<file path="config.mk">
export PLATFORM = sky130hd
export DESIGN_NAME = detect_sched
export DESIGN_NICKNAME = d
export VERILOG_FILES = /design/src/rtl/detect_sched.sv
export SDC_FILE = /design/constraint.sdc
export NUM_CORES = 1
export LEC_CHECK = 0
export CORE_MARGIN = 2
export CORE_UTILIZATION = 37
export DETAILED_ROUTE_END_ITERATION = 8
export DONT_BUFFER_PORTS = 1
export PLACE_DENSITY = 0.5
export SLEW_MARGIN = 30
export SYNTH_ARGS = -nofsm -noshare
export SYNTH_HDL_FRONTEND = slang
export SYNTH_SLANG_ARGS = --single-unit
</file>
<file path="constraint.sdc">
create_clock -name clock -period 5.9 [get_ports clock]
set_input_delay 1.475 -clock clock [delete_from_list [all_inputs] [get_ports clock]]
set_output_delay 1.475 -clock clock [all_outputs]
set_load 0.1 [all_outputs]
</file>
<file path="src/rtl/detect_sched.sv">
// rtl/detect_sched.sv - round-robin scheduler time-sharing one serial "100" detector among N requesters
module detect_sched #(
  parameter int N       = 4,
  parameter int W       = 8,
  parameter int DET_LAT = 2,
  parameter int CNT_W   = 8
) (
  input  logic             clock,
  input  logic             reset,
  input  logic [N-1:0]     req,
  input  logic [N*W-1:0]   data,
  output logic [N-1:0]     gnt,
  output logic             busy,
  output logic [N-1:0]     done,
  output logic             hit,
  output logic [CNT_W-1:0] hit_cnt,
  output logic             det_rst,
  output logic             det_in,
  input  logic             det_out
);

  localparam int IDW = (N > 1) ? $clog2(N) : 1;
  localparam int CW  = $clog2((W > DET_LAT) ? W : DET_LAT) + 1;
  localparam logic [IDW:0]   N_W  = (IDW+1)'(N);
  localparam logic [N-1:0]   ONE  = N'(1);
  localparam logic [CW-1:0]  LAST_BIT   = CW'(W - 1);
  localparam logic [CW-1:0]  LAST_DRAIN = CW'(DET_LAT - 1);
  localparam logic [IDW-1:0] LAST_ID    = IDW'(N - 1);

  typedef enum logic [2:0] {IDLE, CLEAR, SHIFT, DRAIN, DONE} state_t;

  state_t         state;
  logic [IDW-1:0] ptr;
  logic [IDW-1:0] id;
  logic [W-1:0]   word;
  logic [CW-1:0]  cnt;
  logic           acc;
  logic           det_rst_r;

  logic           found;
  logic [IDW-1:0] pick;
  logic [W-1:0]   pick_word;
  logic [IDW:0]   cand;

  // Scan from the round-robin pointer upward with wrap; first set request wins.
  always_comb begin
    found     = 1'b0;
    pick      = '0;
    pick_word = '0;
    cand      = '0;
    for (int j = 0; j < N; j++) begin
      cand = {1'b0, ptr} + (IDW+1)'(j);
      if (cand >= N_W) cand = cand - N_W;
      if (!found && req[cand[IDW-1:0]]) begin
        found = 1'b1;
        pick  = cand[IDW-1:0];
      end
    end
    for (int i = 0; i < N; i++) begin
      if (IDW'(i) == pick) pick_word = data[i*W +: W];
    end
  end

  // Detector is held in reset by the scheduler's own reset as well as during CLEAR.
  assign det_rst = det_rst_r | reset;

  always_ff @(posedge clock) begin
    if (reset) begin
      state     <= IDLE;
      ptr       <= '0;
      id        <= '0;
      word      <= '0;
      cnt       <= '0;
      acc       <= 1'b0;
      gnt       <= '0;
      done      <= '0;
      hit       <= 1'b0;
      hit_cnt   <= '0;
      busy      <= 1'b0;
      det_in    <= 1'b0;
      det_rst_r <= 1'b0;
    end else begin
      gnt       <= '0;
      done      <= '0;
      hit       <= 1'b0;
      det_in    <= 1'b0;
      det_rst_r <= 1'b0;
      case (state)
        IDLE: begin
          busy <= 1'b0;
          if (found) begin
            gnt       <= ONE << pick;
            word      <= pick_word;
            id        <= pick;
            acc       <= 1'b0;
            state     <= CLEAR;
            busy      <= 1'b1;
            det_rst_r <= 1'b1;
          end
        end
        CLEAR: begin
          state  <= SHIFT;
          cnt    <= '0;
          det_in <= word[0];
          word   <= word >> 1;
        end
        SHIFT: begin
          // The first SHIFT cycle still shows the post-reset output, so skip it.
          if (cnt != '0) acc <= acc | det_out;
          if (cnt == LAST_BIT) begin
            state <= DRAIN;
            cnt   <= '0;
          end else begin
            cnt    <= cnt + CW'(1);
            det_in <= word[0];
            word   <= word >> 1;
          end
        end
        DRAIN: begin
          acc <= acc | det_out;
          if (cnt == LAST_DRAIN) begin
            state <= DONE;
            cnt   <= '0;
          end else begin
            cnt <= cnt + CW'(1);
          end
        end
        DONE: begin
          done  <= ONE << id;
          hit   <= acc;
          if (acc && (hit_cnt != '1)) hit_cnt <= hit_cnt + CNT_W'(1);
          ptr   <= (id == LAST_ID) ? '0 : id + IDW'(1);
          state <= IDLE;
          busy  <= 1'b0;
        end
        default: begin
          state <= IDLE;
          busy  <= 1'b0;
        end
      endcase
    end
  end

endmodule

</file>
; After elaboration in Yosys (flattened, before gate mapping)
; Index checks and enable logic that the tools add are counted.
[totals]
out_inout_bits = 20
wordCells = 118
regBits = 40
[op_classes]
eq_ne = 16
muxes = 42
shifts = 2
bitwise_logic = 5
n_addsub = 10
reduce_logical = 22
order_cmp = 8
[op_table]
columns = operator, count
row1 = $mux 8, 6
row2 = $pmux 8 s3, 1
row3 = $mux 2, 9
row4 = $lt 2x3->1 const B, 4
row5 = $mux 1, 12
row6 = $pmux 3 s4, 1
row7 = $pmux 4 s3, 1
row8 = $ne 2x2->1 const B, 5
row9 = $ge 3x3->1 const B, 3
row10 = $mux 3, 3
row11 = $reduce_and 3->1, 3
row12 = $reduce_bool 3->1, 3
row13 = $add 8x1->8 const B, 1
row14 = $bmux 1 s2, 4
row15 = $mux 4, 2
row16 = $ne 8x8->1 const B, 1
row17 = $shl 1x2->4 const A, 2
row18 = $sub 2x1->2 const B, 4
row19 = $add 2x2->3 const B, 2
row20 = $eq 3x2->1 const B, 2
row21 = $reduce_or 3->1, 2
row22 = $add 4x1->4 const B, 1
row23 = $eq 2x2->1 const A, 2
row24 = $eq 4x1->1 const B, 1
row25 = other kinds (19), 30

; Depth between registers and ports, before layout
[depth]
word_depth = 21
mapped_depth = 7

; Worst setup path after synthesis
; Ideal clock, no wire load.
[synth_path]
path_type = input to output
from = in reset
to = out det_rst
arrival_ns = 2.484
slack_ns = 1.941
path_stages = 3
required_ns = 4.425
n_path_buf = 2
cell_sequence = clkbuf_1 > clkbuf_1 > or2_2
[synth_between]
elab_chain_cells = 1
[synth_lines]
columns = item, line_no
row1 = from (decl), 9  ; input logic reset,
row2 = $or 1x1->1, 65  ; assign det_rst = det_rst_r | reset;
row3 = to (decl), 17  ; output logic det_rst,
; Every way passes these cells.

; Worst setup path after layout
; Same ends and word-level chain as after synthesis.

==> metrics.cfg <==
[outcome]
status = complete, no violations

[sta]
hold_violations = 0
layout_worst_path_cycle_share_pct = 58.7
max_slew_margin_pct = 32.8
hold_slack_ns = 0.449
unrepaired_setup_endpoints_after_global_routing = false
setup-tns-final_ns = 0
achievable-frequency_ghz = 0.289
worst_clock_skew_ns = 0.00586
timing_max_transition_violations_final = 0
setup_viol_count_final = 0
transition_time_at_the_pin_with_the_least_slew_margin_ns = 1.01
fin_ws_ns = 2.44
final_period_minus_worst_setup_slack_ns = 3.46

[die]
die_h_um = 79.7
io_pins = 59
core.rowCount = 27
die_x_um = 79.7
floorplan.initialDensity_pct = 38.5
dieArea_um2 = 6350
fp.coreArea_um2 = 5510

[synth]
synth_edf_count = 0
synthesis.nets = 296
synth.top_cells.by_area = sky130_fd_sc_hd__dfxtp_1 38%, sky130_fd_sc_hd__a21oi_1 5.0%, sky130_fd_sc_hd__mux2i_1 4.7%
synth_top_flop_cell = sky130_fd_sc_hd__dfxtp_1
syn_area_per_cell_um2 = 8.41
synth_cell_type_count = 47
gate_count_of_the_mapped_netlist = 252
synth-async-reset-ratio_pct = 0
synth-seq-cells = 40
synth_warnings = 0
post-synth-top-area-cell = sky130_fd_sc_hd__dfxtp_1
netlist_area_um2 = 2120
ys_seq_area_share_pct = 37.8
synth_top_cell_area_share_pct = 37.8

[min_path]
min_path_cells = 2
hold_path.class = reg -> reg

[cts]
path_clk_slew_ns = 0.08
cts_post_setup_buffers_inserted = 0
max-clock-path-buffers = 2
cts_max_level = 2
clock-root-buffer = sky130_fd_sc_hd__clkbuf_8
clk-insertion-delay-late_ns = 0.29
cts_hold_buffers = 0
cts_sinks = 40
total_cts_buffers = 5
cts_tree = done
cts-resized-gates = 0

[global_routing]
globalRouteTotalUtil_pct = 16.4
antenna_found_initial = 0
grt_pass1_wl_mm = 8.18
first_global_vias = 1661
grt-ovfl-total = 0
grt_start_max_net_pins = 36

[worst_setup_path]
timing.critical_path.slowest_cell_delay_ns = 0.51
worstPathBufferInverterCount = 0
critical_path_cell_count = 1
critPathCaptureType = primary output
cpMaxStageDelayCell = sky130_fd_sc_hd__or2_2
startpoint_type = input port
worst-setup-path-type = in -> out
reg2reg_depth = 5
gate_family_responsible_for_the_most_delay_along_the_worst_path = simple AND/OR/NAND/NOR gates
worstPathRequired_ns = 4.43
worst-path-max-fanout = 35
worstPathCellList = or2_2
worst_ep_arrival_time_ns = 1.99

[placement]
gp_congestion = 0.758
post-place-cells = 311
placed_area_um2 = 2170
detailedPlace.worstSlack_ns = 2.44
detailed_place_hpwl_mm = 3.52
numPortBuffers = 0

[power]
power_leakage_nw = 0.822
cellPowerDensity_nw_per_um2 = 421
ir_worst_vdd_v = 0.000233
power_mw = 0.961

[layout]
postLayoutCoreUtil_pct = 41.4
final_design_area_no_fill_um2 = 2280
drive_gt1_share_pct = 8.50
final_cell_mix = 34 x sky130_fd_sc_hd__dfxtp_1, 24 x sky130_fd_sc_hd__nor2_1, 21 x sky130_fd_sc_hd__nand2_1, 21 x sky130_fd_sc_hd__a21oi_1, 15 x sky130_fd_sc_hd__inv_1
num-nets-final = 290
n_antenna_cell = 0
filler_cell_count = 562
final_cells = 319
most_common_cell_after_layout_fill_and_taps_aside = sky130_fd_sc_hd__dfxtp_1
synthToLayoutAreaGrowth_pct = 7.62

[routing]
vias_per_cell = 5.60
route.detailed.drc = 0
antenna_violating_nets_post_route = 0
firstDrtPassIters = 4
routed-via-count = 1787
routed_wire_length_per_instance_um = 15.9
first_iter_violations = 93
routed_wl_mm = 5.08

[run]
cap_violations = 0

[Yosys cell counts, types with 7 or more instances]
library cell	n
sky130_fd_sc_hd__a221o_1	8
sky130_fd_sc_hd__inv_1	15
sky130_fd_sc_hd__nand3_1	11
sky130_fd_sc_hd__mux2i_1	10
sky130_fd_sc_hd__nand3b_1	9
sky130_fd_sc_hd__dfxtp_1	40
sky130_fd_sc_hd__a21oi_1	21
sky130_fd_sc_hd__clkbuf_1	10
sky130_fd_sc_hd__a31oi_1	8
sky130_fd_sc_hd__o221ai_1	7
sky130_fd_sc_hd__nand2_1	21
sky130_fd_sc_hd__nor2_1	24
[cells by family after synthesis]
logic type / after synthesis / share of synthesized area, %
DFF: 40 / 37.8
adders and majority gates: 5 / 2.95
xor gates and xnor gates: 7 / 2.89
AOI/OAI and AO/OA: 65 / 21.9
and+or+nand+nor: 96 / 24.5
buffers and inverters: 29 / 5.25
muxes: 10 / 4.72
[final timing paths]
| path | startpoint | end | slack, ns |
|---|---|---|---|
| worst min-delay path | word[0]$_SDFFE_PP0P_ | det_in$_SDFF_PP0_ | 0.45 |
| worst max-delay path | reset | det_rst | 2.44 |
| worst min register to register | word[0]$_SDFFE_PP0P_ | det_in$_SDFF_PP0_ | 0.45 |
| worst max register to register | hit_cnt[7]$_SDFFE_PP0P_ | hit_cnt[3]$_SDFFE_PP0P_ | 3.76 |
[area by class of cell]
type | instances | area, µm² | share of cell area, %
Clock buffer | 5 | 68.8 | 3.02
Clock inverter | 3 | 42.5 | 1.87
Inverter | 15 | 56.3 | 2.47
Multi-Input combinational cell | 183 | 1210 | 52.9
Sequential cell | 40 | 808 | 35.4
Tap cell | 72 | 90.1 | 3.95
Timing Repair Buffer | 1 | 7.51 | 0.329
[power by group]
part | leakage [nW] | switching, mW | total [mW] | internal (mW)
Sequential | 0.329 | 0.101 | 0.419 | 0.318
Combinational | 0.438 | 0.186 | 0.316 | 0.130
Clock | 0.0541 | 0.101 | 0.226 | 0.125
[layer usage]
| layer | GRT usage [%] | up-vias | share of wire [%] |
|---|---|---|---|
| li1 | - | 908 | - |
| met4 | 4.66 | 0 | 0.87 |
| met3 | 4.98 | 5 | 7.0 |
| met1 | 21.9 | 816 | 48 |
| met2 | 25.6 | 58 | 44 |
| met5 | 0 | - | 0 |
[worst register-to-register path, delay by kind of cell (launching register included)]
| family | cells | cell delay, ns |
|---|---|---|
| simple gates | 3 | 0.66 |
| xor+xnor | 1 | 0.16 |
| compound gates | 1 | 0.22 |
| flops | 1 | 0.99 |
[flip-flops by register name, indices dropped and copies added, names as in the netlist]
register / count
hit_cnt: 8
acc: 1
busy: 1
id: 2
hit: 1
word: 8
det_rst_r: 1
done: 4
ptr: 2
gnt: 4
cnt: 4
state: 3
det_in: 1
Note: power is estimated with default switching activity, not from simulation.
